<file path="src/rtl/special_reg_bank.sv">
// special_reg_bank
//   A bank of fifteen DATA_W-bit special registers addressed by 8-bit select
//   codes 1..15. Codes 0 and 16..255 are invalid. Registers can be written
//   and incremented in the same cycle. Reads return the pre-edge value with
//   one cycle of latency.
//
// Ports
//   clk       in   clock; all state changes on the rising edge
//   reset     in   synchronous, active-high reset
//   wtr_en    in   write strobe
//   wtr_sel   in   write register select code
//   wr_data   in   write data
//   inc_en    in   increment strobe
//   inc_sel   in   increment register select code
//   rd_en     in   read request
//   rd_sel    in   read register select code
//   rd_data   out  registered read data
//   rd_valid  out  one-cycle pulse marking rd_data valid
//   sel_err   out  one-cycle pulse after any strobed access with an invalid select
module special_reg_bank #(
  parameter int DATA_W  = 16,
  parameter int CORE_ID = 0
) (
  input  logic              clk,
  input  logic              reset,
  input  logic              wtr_en,
  input  logic [7:0]        wtr_sel,
  input  logic [DATA_W-1:0] wr_data,
  input  logic              inc_en,
  input  logic [7:0]        inc_sel,
  input  logic              rd_en,
  input  logic [7:0]        rd_sel,
  output logic [DATA_W-1:0] rd_data,
  output logic              rd_valid,
  output logic              sel_err
);

  localparam int NUM_REGS = 15;
  // Reset value of CoreID, truncated to the register width.
  localparam logic [DATA_W-1:0] CORE_ID_RST = DATA_W'(CORE_ID);

  // Current value of every register; element gi holds select code gi+1.
  logic [DATA_W-1:0] reg_val [NUM_REGS];

  logic wtr_sel_ok;
  logic inc_sel_ok;
  logic rd_sel_ok;

  assign wtr_sel_ok = (wtr_sel >= 8'd1) && (wtr_sel <= 8'd15);
  assign inc_sel_ok = (inc_sel >= 8'd1) && (inc_sel <= 8'd15);
  assign rd_sel_ok  = (rd_sel  >= 8'd1) && (rd_sel  <= 8'd15);

  // Per-register storage. An invalid select code never matches any gi+1,
  // so invalid accesses leave every register untouched.
  genvar gi;
  generate
    for (gi = 0; gi < NUM_REGS; gi++) begin : gen_reg
      localparam logic [7:0] CODE = 8'(gi + 1);
      localparam logic [DATA_W-1:0] RST_VAL =
          (gi == NUM_REGS - 1) ? CORE_ID_RST : '0;

      logic              wr_hit;
      logic              inc_hit;
      logic [DATA_W-1:0] reg_q;
      logic [DATA_W-1:0] reg_d;

      assign wr_hit  = wtr_en && (wtr_sel == CODE);
      assign inc_hit = inc_en && (inc_sel == CODE);

      // Write beats a same-cycle increment to the same register.
      always_comb begin
        reg_d = reg_q;
        if (wr_hit) begin
          reg_d = wr_data;
        end else if (inc_hit) begin
          reg_d = reg_q + 1'b1;
        end
      end

      always_ff @(posedge clk) begin
        if (reset) begin
          reg_q <= RST_VAL;
        end else begin
          reg_q <= reg_d;
        end
      end

      assign reg_val[gi] = reg_q;
    end
  endgenerate

  // Read mux on pre-edge register values (no write/increment bypass).
  logic [DATA_W-1:0] rd_mux;
  always_comb begin
    rd_mux = '0;
    for (int i = 0; i < NUM_REGS; i++) begin
      if (rd_sel == 8'(i + 1)) begin
        rd_mux = reg_val[i];
      end
    end
  end

  logic [DATA_W-1:0] rd_data_q;
  logic [DATA_W-1:0] rd_data_d;
  logic              rd_valid_q;
  logic              sel_err_q;
  logic              sel_err_d;

  // rd_data holds its last value when no read is requested; an invalid read
  // select yields zero (rd_mux is already zero in that case).
  always_comb begin
    rd_data_d = rd_data_q;
    if (rd_en) begin
      rd_data_d = rd_sel_ok ? rd_mux : '0;
    end
  end

  // Selects are only judged while their strobe is high.
  assign sel_err_d = (wtr_en && !wtr_sel_ok) ||
                     (inc_en && !inc_sel_ok) ||
                     (rd_en  && !rd_sel_ok);

  always_ff @(posedge clk) begin
    if (reset) begin
      rd_data_q  <= '0;
      rd_valid_q <= 1'b0;
      sel_err_q  <= 1'b0;
    end else begin
      rd_data_q  <= rd_data_d;
      rd_valid_q <= rd_en;
      sel_err_q  <= sel_err_d;
    end
  end

  assign rd_data  = rd_data_q;
  assign rd_valid = rd_valid_q;
  assign sel_err  = sel_err_q;

endmodule

</file>
<file path="config.mk">
export PLATFORM = sky130hd
export DESIGN_NAME = special_reg_bank
export DESIGN_NICKNAME = d
export VERILOG_FILES = /design/src/rtl/special_reg_bank.sv
export SDC_FILE = /design/constraint.sdc
export NUM_CORES = 1
export LEC_CHECK = 0
export ABC_AREA = 1
export BUFFER_PORTS_ARGS = -buffer_cell sky130_fd_sc_hd__buf_4
export CORE_MARGIN = 2
export CORE_UTILIZATION = 56
export DETAILED_ROUTE_END_ITERATION = 10
export PLACE_DENSITY = 0.8
export SYNTH_ARGS = -nofsm -noshare
export SYNTH_HDL_FRONTEND = slang
export SYNTH_SLANG_ARGS = --single-unit
</file>
<file path="constraint.sdc">
create_clock -name clk -period 3.5 [get_ports clk]
set_input_delay 0.35 -clock clk [delete_from_list [all_inputs] [get_ports clk]]
set_output_delay 0.35 -clock clk [all_outputs]
set_load 0.02 [all_outputs]
</file>
Yosys cells after proc, flatten, opt, wreduce, memory -nomap -nowiden
Index checks and enable logic that the tools add are counted.
{"block": "op_classes", "order_cmp": 6, "mul": 0, "n_eq_ne": 45, "n_div": 0, "reduce_logical": 56, "addsub": 15, "shift": 0, "bitwise_logic": 0, "mux": 46}
{"cell": "16-bit 2-to-1 mux", "n": 46}
{"cell": "16-bit by 1-bit adder with 16-bit output (second input constant)", "n": 15}
{"cell": "8-bit by 4-bit equality test with 1-bit output (second input constant)", "n": 24}
{"cell": "8-bit by 3-bit equality test with 1-bit output (second input constant)", "n": 12}
{"cell": "8-bit by 2-bit equality test with 1-bit output (second input constant)", "n": 6}
{"cell": "1-bit logical AND", "n": 36}
{"cell": "2-bit nonzero test", "n": 15}
{"cell": "8-bit by 1-bit equality test with 1-bit output (second input constant)", "n": 3}
{"cell": "8-bit by 1-bit greater-or-equal comparator with 1-bit output (second input constant)", "n": 3}
{"cell": "8-bit by 4-bit less-or-equal comparator with 1-bit output (second input constant)", "n": 3}
{"cell": "1-bit logical NOT", "n": 3}
{"cell": "1-bit logical OR", "n": 2}
{"block": "word_totals", "output_inout_bits": 18, "word_cells": 186, "memories": 0, "in_bits": 45, "mem_bits_rw": 0, "register_bits": 258, "latch_bits": 0, "mem_bits_ro": 0}

Depth between registers and ports, before layout
Gate-level depths: netlist of the first run.
{"block": "logic_depth", "depth_word": 17, "mapped_depth": 17, "mapped_depth_nobuf": 16}

Worst setup path before layout of the first run
Ideal clock, no wire load.
{"block": "synth_timing", "path_type": "reg-to-reg", "from": "register gen_reg[3].reg_q[0]", "to": "register gen_reg[3].reg_q[14]", "required_time_ps": 3390, "setup_ps": 110, "path_buffers": 0, "t_arrival_ps": 1795, "stages_incl_launch_ff": 14, "setup_slack_ps": 1595, "synth_period_minus_slack_ps": 1905, "cell_sequence": "dfxtp_1 ha_1 nand3_1 nor3_1 nand2_1 nor2_1 nand3_1 nor2_1 nand2_1 xor2_1 nand2_1 o221ai_1 nand2_1 inv_1"}
{"block": "synth_between", "elab_chain_len": 3}
{"item": "start: declaration", "line_no": "64", "rtl": "logic [DATA_W-1:0] reg_q;"}
{"item": "start signal: assignment", "line_no": "84", "rtl": "reg_q <= reg_d;"}
{"item": "16-bit by 1-bit adder with 16-bit output", "line_no": "76", "rtl": "reg_d = reg_q + 1'b1;"}
{"item": "16-bit 2-to-1 mux", "line_no": "75", "rtl": "end else if (inc_hit) begin"}
{"item": "16-bit 2-to-1 mux", "line_no": "73", "rtl": "if (wr_hit) begin"}
Every way passes these cells. The select of a mux whose other input is x is not followed.
A chain may end at the register's enable or synchronous reset.

Worst setup path in the final report of the first run
{"block": "layout_timing", "from": "input port rd_sel[5]", "to": "register rd_data_q[12] (netlist: rd_data[12])"}
{"block": "layout_between", "elab_chain_len": 17, "elab_cells_between_ends": 34, "classes_between": "order compare: 2; eq/ne: 15; mux: 16; reduce/logical: 1"}
{"item": "start: declaration", "line_no": "32", "rtl": "input logic [7:0] rd_sel,"}
{"item": "8-bit by 1-bit equality test with 1-bit output", "line_no": "97", "rtl": "if (rd_sel == 8'(i + 1)) begin"}
{"item": "16-bit 2-to-1 mux (15 in a row)", "line_no": "97"}
{"item": "16-bit 2-to-1 mux (*)", "line_no": "114", "rtl": "rd_data_d = rd_sel_ok ? rd_mux : '0;"}
{"item": "end signal: assignment", "line_no": "129", "rtl": "rd_data_q <= rd_data_d;"}
{"item": "end: declaration", "line_no": "103", "rtl": "logic [DATA_W-1:0] rd_data_q;"}
Mark *: on every way between the ends. The rest lies on a longest branch, timed or not.

==> Implementation_results.wiki, run 1 <==
{| class="wikitable"
! Metric !! Value
|-
| Run status || finished, final reports clean
|-
| Number of levels the H-tree was split into || 1
|-
| Most common cell after layout, fill and taps aside || nand2_1
|-
| Initial core utilization || 0.567
|-
| Static Leak || 7.54 nW
|-
| Wire length of the first global-routing pass || 100,000 um
|-
| Number of antenna violations at the first check in global routing || 2
|-
| Number of warnings reported in the yosys synthesis log || 0
|-
| Count of instances resized after the clock tree is built || 0
|-
| Worst setup path category || in -> reg
|-
| CTS tree || built
|-
| Number of buffers inserted by hold repair at cts || 0
|-
| Endpoints failing setup || 0
|-
| Hold path depth || 3
|-
| Clock insertion delay at the later pin of the skew report || 0.58 ns
|-
| Cts bufs inserted || 30
|-
| Sum of negative setup slack || 0 ns
|-
| Vias post-DR || around 19,000
|-
| Drt initial violations || around 2,200
|-
| Most frequent cells in the layout || 573 x nand2_1, 359 x inv_1, 258 x dfxtp_1
|-
| Syn Nets || 2,640
|-
| Layout cells sized above 1 || 0.0802
|-
| Synthesized area || 16,800 sq um
|-
| First drt pass iteration count || 6
|-
| Hold WS || slightly above 0.1 ns
|-
| Largest net degree at the start of global routing || 71
|-
| Startpoint types || input pin
|-
| Setup repair after global routing missed its margin || no
|-
| Maximum VDD drop || 0.347 mV
|-
| Pin slew with the least headroom to its limit || 1.17 ns
|-
| # fillers || 2,852
|-
| Detail Route Antenna Nets || 0
|-
| Sink count of the clock tree || 258
|-
| Kind of end point of the critical path || flop
|-
| Max-cap check violation count || 0
|-
| Setup bufs post-CTS || 0
|-
| Number of placed I/O pins || 63
|-
| Core Rows || 63
|-
| Share of flip-flops with an asynchronous set or reset || 0
|-
| Count of final max-slew check failures || 0
|-
| Area grow syn2layout || 10.9%
|-
| Number of buffers on the longest clock path || 3
|-
| EDFF count, synth || 0
|-
| Maximum fanout along the worst path || 19
|-
| Clock Root Buffer || clkbuf_16
|-
| Cell count after synthesis || roughly 2,600
|-
| Arrival time at the worst endpoint || between 2 and 3 ns
|-
| DRC || 0
|-
| Cell breakdown of the critical path || buf_4, nor2_1, nand2_1, inv_1, buf_4, nand3_1, nand2_1, nor2_1, nand4_1, nor2_1, nand4_1, nor2_1, nand4_1, nand2_1, a21oi_1
|-
| Yosys reg bits || 258
|-
| Die boundary width || 177 um
|-
| Peak per-stage delay on the critical path || ~0.36 ns
|-
| Clock transition at the registers of the reported paths || 0.06 ns
|-
| Vertical extent of the die || between 150 and 200 um
|-
| CP startpoint || rd_sel[5]
|-
| Average cell area after synthesis || 6.50 sq um
|-
| Post-synth top flop || dfxtp_1
|-
| Cell mode on critical path || nor2_1
|-
| Final routed wire length divided by cell count || 22.0 um
|-
| Worst setup path endpoint || rd_data[12]$_SDFFE_PP0P_
|-
| Path type of the worst min-delay path || in -> reg
|-
| Routability cong. || approximately 1.0
|-
| Register-to-Register Setup Slack || 1.19 ns
|-
| Number of global-route vias before repair || between 15,000 and 20,000
|-
| Area of the core || approximately 30,000 sq um
|-
| Final Hold Violating Endpoints || 0
|-
| Maximum frequency from static timing analysis || 0.400 GHz
|-
| Worst R2R End || gen_reg[3].reg_q[14]$_SDFFE_PP0P_
|-
| Worst R2R Path Depth || 13
|-
| Post-layout nets || 2,668
|-
| Count of distinct cell types in the synthesized netlist || 48
|-
| Share of the clock period used by the worst path || 0.715
|-
| Overall Global Routing Usage || 0.418
|-
| Count of input and output buffers || 62
|-
| WP data required || 3.92 ns
|-
| Reg-to-reg critical path startpoint || gen_reg[3].reg_q[0]$_SDFFE_PP0P_
|-
| Placed wire-length estimate after detailed placement || around 48,000 um
|-
| Vias per inst || 6.14
|-
| Total power divided by cell area || 364 nW/um^2
|-
| Worst clock skew || 0.00659 ns
|-
| Routed Wire Length || 66,600 um
|-
| Register area share after synthesis || 0.308
|-
| Max-slew headroom at the worst pin || 0.216
|-
| Slowest CP cell || nand2_1
|-
| Global-route congestion overflow total || 0
|-
| Overall die area || 31,400 sq um
|-
| Period minus WS final || approximately 2.5 ns
|}
-- kinds of logic after synthesis --
group / synth area share
fa+ha+maj: 0.0112
simple gates: 0.313
buf+inv: 0.109
compound gates: 0.175
xor+xnor: 0.0835
flops: 0.308
-- synthesized netlist by cell type (10+ instances only) --
cell / n / area, sq um
o211ai_1: 27 / 203
buf_2: 20 / 100
ha_1: 15 / 188
nor2_2: 13 / 81.3
nor4_1: 10 / 62.6
dfxtp_1: 258 / 5160
nor2_1: 250 / 938
xor2_1: 129 / 1130
clkbuf_1: 50 / 188
o21ai_0: 109 / 546
nor3_2: 10 / 100
o22ai_1: 65 / 407
clkinv_1: 10 / 37.5
xnor2_1: 31 / 272
a21oi_1: 165 / 826
nand4_1: 58 / 363
o221ai_1: 54 / 473
nor2_4: 13 / 146
nor3_1: 68 / 340
nand3_1: 149 / 746
inv_2: 22 / 82.6
a31oi_1: 46 / 288
nand2_1: 573 / 2150
inv_1: 359 / 1350
-- per-stage QoR --
step           cells   util  setup WS (ns)  instance area [sq um]  total power [W]
6_report        3023  0.629          0.998                  18600          0.00677
5_1_grt         3021  0.629          0.895                  18600          0.00690
3_3_place_gp    2966  0.593          0.595                  17500          0.00337
2_1_floorplan   2580      -           1.60                  16800          0.00316
4_1_cts         3021  0.629           1.16                  18600          0.00676
3_5_place_dp    2966  0.593          0.566                  17500          0.00337
-- registers in the layout, summed over array words and instances, names as in the netlist --
name / flops
rd_data: 16
gen.reg_q: 240
rd_valid: 1
sel_err: 1
-- power by group --
part	switching, W	internal, W
Sequential	0.00000673	0.00294
Clock	0.00136	0.00208
Combinational	0.000301	0.0000729
-- critical path: cells and delay by family --
| family | cells | cell delay [ns] |
|---|---|---|
| AOI/OAI and AO/OA | 1 | 0.06 |
| buffers and inverters | 3 | 0.57 |
| and+or+nand+nor | 11 | 1.92 |
-- routing by layer --
layer / track usage / up-vias / wire length (um)
li1: - / 8597 / -
met1: 0.526 / 8598 / 25600
met2: 0.652 / 1096 / 29000
met3: 0.0797 / 283 / 7000
met4: 0.274 / 2 / 5000
met5: 0 / - / 13
-- final cells by class --
class | count | area (sq um) | area share
Multi-Input combinational cell | 1847 | 9780 | 0.526
Sequential cell | 258 | 5160 | 0.278
Inverter | 391 | 1470 | 0.0791
Clock buffer | 42 | 867 | 0.0466
Timing Repair Buffer | 80 | 626 | 0.0336
Tap cell | 390 | 488 | 0.0262
Clock inverter | 13 | 198 | 0.0106
Antenna cell | 2 | 5.00 | 0.000269
-- worst min path at each step --
stage	start	endpoint	slack (ns)
2_1_floorplan	gen_reg[7].reg_q[15]$_SDFFE_PP0P_	gen_reg[7].reg_q[15]$_SDFFE_PP0P_	0.46
3_3_place_gp	rd_data[14]$_SDFFE_PP0P_	rd_data[14]$_SDFFE_PP0P_	0.46
3_5_place_dp	rd_data[14]$_SDFFE_PP0P_	rd_data[14]$_SDFFE_PP0P_	0.46
4_1_cts	inc_en	sel_err$_SDFF_PP0_	0.09
5_1_grt	wr_data[2]	gen_reg[5].reg_q[2]$_SDFFE_PP0P_	0.11
6_report	inc_en	sel_err$_SDFF_PP0_	0.10
Power figures use the tool's default switching activity.
==> inputs of run 2 (changes only) <==
--- a/config.mk
+++ b/config.mk
@@ -5,7 +5,7 @@
 export SDC_FILE = /design/constraint.sdc
 export NUM_CORES = 1
 export LEC_CHECK = 0
-export ABC_AREA = 1
+export ABC_AREA = 0
 export BUFFER_PORTS_ARGS = -buffer_cell sky130_fd_sc_hd__buf_4
 export CORE_MARGIN = 2
 export CORE_UTILIZATION = 56
==> constraint.sdc (replaced) <==
create_clock -name clk -period 2.6 [get_ports clk]
set_input_delay 0.26 -clock clk [delete_from_list [all_inputs] [get_ports clk]]
set_output_delay 0.26 -clock clk [all_outputs]
set_load 0.02 [all_outputs]
==> run 2 against run 1 <==
Effect of this change: critical endpoint is now gen_reg[8].reg_q[9]$_SDFFE_PP0P_; sequential power increased by 35%; highest routed layer is now met4; critical path type unchanged; first-iteration DRC count increased by 27%; critical path depth decreased by 8; largest power group unchanged; utilization increased by 1.5 points; cell count decreased by 16%.
==> Implementation_results.wiki, run 2 <==
{| class="wikitable"
! Metric !! Value
|-
| Run status || finished, final reports clean
|-
| Maximum VDD drop || 0.502 mV (+45%)
|-
| Reg-to-reg critical path startpoint || gen_reg[13].reg_q[0]$_SDFFE_PP0P_
|-
| Count of distinct cell types in the synthesized netlist || 69 (+44%)
|-
| Vertical extent of the die || 174 um (-1.5%)
|-
| CTS tree || built
|-
| Routability cong. || 1.03 (-1.6%)
|-
| Post-synth top flop || dfxtp_1
|-
| Largest net degree at the start of global routing || 97 (+37%)
|-
| Routed Wire Length || 64,800 um (-2.8%)
|-
| Post-layout nets || 2,194 (-18%)
|-
| Yosys reg bits || 258 (unchanged)
|-
| Most frequent cells in the layout || 258 x dfxtp_1, 200 x nor2_1, 171 x o21ai_0, 171 x buf_4
|-
| Hold Path End || sel_err$_SDFF_PP0_
|-
| Share of flip-flops with an asynchronous set or reset || 0 (unchanged)
|-
| Detail Route Antenna Nets || 0 (unchanged)
|-
| Share of the clock period used by the worst path || 0.830
|-
| Number of buffers inserted by hold repair at cts || 0 (unchanged)
|-
| Overall Global Routing Usage || 0.414 (-0.00460)
|-
| Clock insertion delay at the later pin of the skew report || 0.57 ns (about the same)
|-
| Most common cell after layout, fill and taps aside || dfxtp_1
|-
| Area share of and/or/nand/nor cells after synthesis || 0.254 (-0.0597)
|-
| EDFF count, synth || 0 (unchanged)
|-
| Final routed wire length divided by cell count || 25.5 um (+16%)
|-
| DRC || 0 (unchanged)
|-
| Count of final max-slew check failures || 0 (unchanged)
|-
| Number of levels the H-tree was split into || 1 (unchanged)
|-
| Maximum fanout along the worst path || 8 (-11)
|-
| Post-synthesis share of cell area spent on xor and xnor gates || 0.0915 (+0.00794)
|-
| Cell count after synthesis || 2,093 (-19%)
|-
| Period minus WS final || 2.16 ns
|-
| Endpoints failing setup || 0 (unchanged)
|-
| Pin slew with the least headroom to its limit || 0.658 ns (-0.515 ns)
|-
| Setup repair after global routing missed its margin || no
|-
| Wire length of the first global-routing pass || 97,500 um (-2.7%)
|-
| Number of antenna violations at the first check in global routing || 0 (-2)
|-
| Path type of the worst min-delay path || in -> reg
|-
| Kind of end point of the critical path || flop
|-
| Maximum frequency from static timing analysis || between 0.4 and 0.5 GHz
|-
| Core Rows || 62 (-1.6%)
|-
| WP data required || 3.08 ns (-0.84 ns)
|-
| Most flop-heavy register || gen.reg_q
|-
| Setup bufs post-CTS || 0 (unchanged)
|-
| Vias per inst || 6.97 (+13%)
|-
| Most used standard cell by instance count after synthesis || dfxtp_1
|-
| Initial core utilization || 0.569 (+0.00113)
|-
| Overall die area || 30,400 sq um (-2.9%)
|-
| Cell taking the most area after synthesis || dfxtp_1
|-
| Number of buffers on the longest clock path || 3 (unchanged)
|-
| Largest cells by area after synthesis || dfxtp_1 32%, xnor2_1 6.5%, a211oi_1 5.7%, o21ai_0 5.3%, nor2_1 4.6%
|-
| Clock Root Buffer || clkbuf_16
|-
| Leading post-synthesis cells by instance count || 258 x dfxtp_1, 200 x nor2_1, 171 x o21ai_0, 149 x clkbuf_1
|-
| Peak per-stage delay on the critical path || 0.57 ns (+0.21 ns)
|-
| Startpoint types || input pin
|-
| Cell breakdown of the critical path || buf_4, or4_1, or4_4, or4_1, buf_4, or3_1, a31oi_1
|-
| Number of global-route vias before repair || 16,000 (-6.6%)
|-
| Synth Area in Compound Gates || 0.226 (+0.0516)
|-
| Static Leak || 5.91 nW (-22%)
|-
| Vias post-DR || 17,700 (-4.8%)
|-
| Number of placed I/O pins || 63 (unchanged)
|-
| Max reg flops || 240 (unchanged)
|-
| Instance area after placement || 17,500 sq um (about the same)
|-
| Sink count of the clock tree || 258 (unchanged)
|-
| Area of the core || 28,600 sq um (-3.2%)
|-
| Total non-filler cell area in the finished layout || 18,400 sq um (-0.83%)
|-
| Combined area of the multi-input logic cells || 10,300 sq um (+5.3%)
|-
| Worst setup path category || in -> reg
|-
| Register area share after synthesis || 0.317 (+0.00942)
|-
| Slowest CP cell || or4_1
|-
| Post-synthesis mux area share || 0.0484 (+0.0484)
|-
| Ant diodes || 0 (-2)
|-
| Layout cells sized above 1 || 0.122 (+0.0419)
|-
| Cts bufs inserted || 29 (-3.3%)
|-
| Total power divided by cell area || 475 nW/um^2 (+31%)
|-
| Count of instances resized after the clock tree is built || 0 (unchanged)
|-
| Area grow syn2layout || 13.3%
|-
| Global-route congestion overflow total || 0 (unchanged)
|-
| Worst clock skew || 0.0186 ns (+0.0120 ns)
|-
| Register-to-Register Setup Slack || 0.46 ns (-0.73 ns)
|-
| Clock transition at the registers of the reported paths || 0.06 ns (about the same)
|-
| First drt pass iteration count || 8 (+2)
|-
| Worst R2R Path Depth || 6 (-7)
|-
| Yosys top cell area share || 0.317 (+0.00942)
|-
| Final Hold Violating Endpoints || 0 (unchanged)
|-
| # fillers || 2,488 (-13%)
|-
| Hold Path Origin || wtr_en
|-
| Drt initial violations || 2,739 (+27%)
|-
| Final core utilization || 0.644 (+0.0151)
|-
| Main combinational cell family by area after synthesis || simple AND/OR/NAND/NOR gates
|-
| Register Area || 5160 sq um (unchanged)
|-
| Syn Nets || 2,153 (-18%)
|-
| Synthesized area || 16,300 sq um (-3.0%)
|-
| Max-slew headroom at the worst pin || 0.560 (+0.344)
|-
| Worst R2R End || gen_reg[13].reg_q[14]$_SDFFE_PP0P_
|-
| Hold path depth || 3 (unchanged)
|-
| Adder-cell area share of the yosys netlist || 0.0115 (+0.000342)
|-
| Average cell area after synthesis || 7.78 sq um (+20%)
|-
| Arrival time at the worst endpoint || 2.64 ns (-0.28 ns)
|-
| Die boundary width || 174 um (-1.5%)
|-
| Placed wire-length estimate after detailed placement || 44,400 um (-7.7%)
|-
| Number of warnings reported in the yosys synthesis log || 0 (unchanged)
|-
| Max-cap check violation count || 0 (unchanged)
|-
| Count of input and output buffers || 62 (unchanged)
|}
[run 2: cell count changes after synthesis, sizes merged, moves of 52 or more]
cell / before / now
a211oi: 0 / 123
a21oi: 165 / 93
clkbuf: 50 / 149
inv: 381 / 51
nand2: 583 / 123
nand3: 149 / 88
nor2: 278 / 200
o21ai: 117 / 171
o22ai: 65 / 13
xnor2: 31 / 120
xor2: 129 / 50
[run 2: power by group]
part           total (W)  leakage (nW)  switching (W)  internal [W]
Sequential       0.00398          2.08      0.0000141       0.00396
Combinational   0.000751          3.38       0.000543      0.000208
Clock            0.00404         0.449        0.00173       0.00231
Total            0.00877          5.91        0.00228       0.00648
[run 2: critical path, delay by kind of cell]
family,cells,cell delay (ns)
AO/OA/AOI/OAI,1,0.17
AND/OR/NAND/NOR,4,1.91
buffers and inverters,2,0.29
[run 2: kinds of logic after synthesis]
| logic type | count (synthesis) |
|---|---|
| mux | 66 |
| xor+xnor | 170 |
| simple gates | 796 |
| buf+inv | 221 |
| fa+ha+maj | 15 |
| compound gates | 567 |
| flops | 258 |
[run 2: final cells by class]
| type | count | share of cell area |
|---|---|---|
| clock buffers | 44 | 0.0457 |
| multi-input cells | 1614 | 0.559 |
| repair buffers | 176 | 0.0750 |
| clock inverters | 7 | 0.00346 |
| flip-flops and latches | 258 | 0.280 |
| inverters | 55 | 0.0112 |
| well taps | 384 | 0.0261 |
[run 2: metal layers]
layer	wire length (um)	track usage
met1	24800	0.553
met2	27100	0.617
met3	8070	0.0840
met4	4810	0.243
met5	0	0
[run 2: stage by stage]
step	setup slack [ns]	cells	power, W	TNS [ns]	hold WS [ns]
floorplan	0.00524	2093	0.00441	0	0.441
global route	0.358	2538	0.00894	0	0.106
CTS	0.444	2538	0.00873	0	0.0669
global placement	-0.0776	2487	0.00477	-0.299	0.478
finish	0.442	2538	0.00877	0	0.0734
detailed placement	-0.115	2487	0.00478	-0.384	0.501
[run 2: worst max path at each step]
| stage | from | end | slack (ns) | cells after the start |
|---|---|---|---|---|
| global placement | inc_sel[6] | gen_reg[8].reg_q[13]$_SDFFE_PP0P_ | -0.08 | 7 |
| detailed placement | inc_sel[6] | gen_reg[8].reg_q[9]$_SDFFE_PP0P_ | -0.11 | 7 |
| CTS | inc_sel[6] | gen_reg[8].reg_q[9]$_SDFFE_PP0P_ | 0.44 | 7 |
| finish | inc_sel[6] | gen_reg[8].reg_q[9]$_SDFFE_PP0P_ | 0.44 | 7 |
| global route | inc_sel[6] | gen_reg[8].reg_q[9]$_SDFFE_PP0P_ | 0.36 | 7 |
| floorplan | inc_sel[6] | gen_reg[8].reg_q[15]$_SDFFE_PP0P_ | 0.005 | 7 |
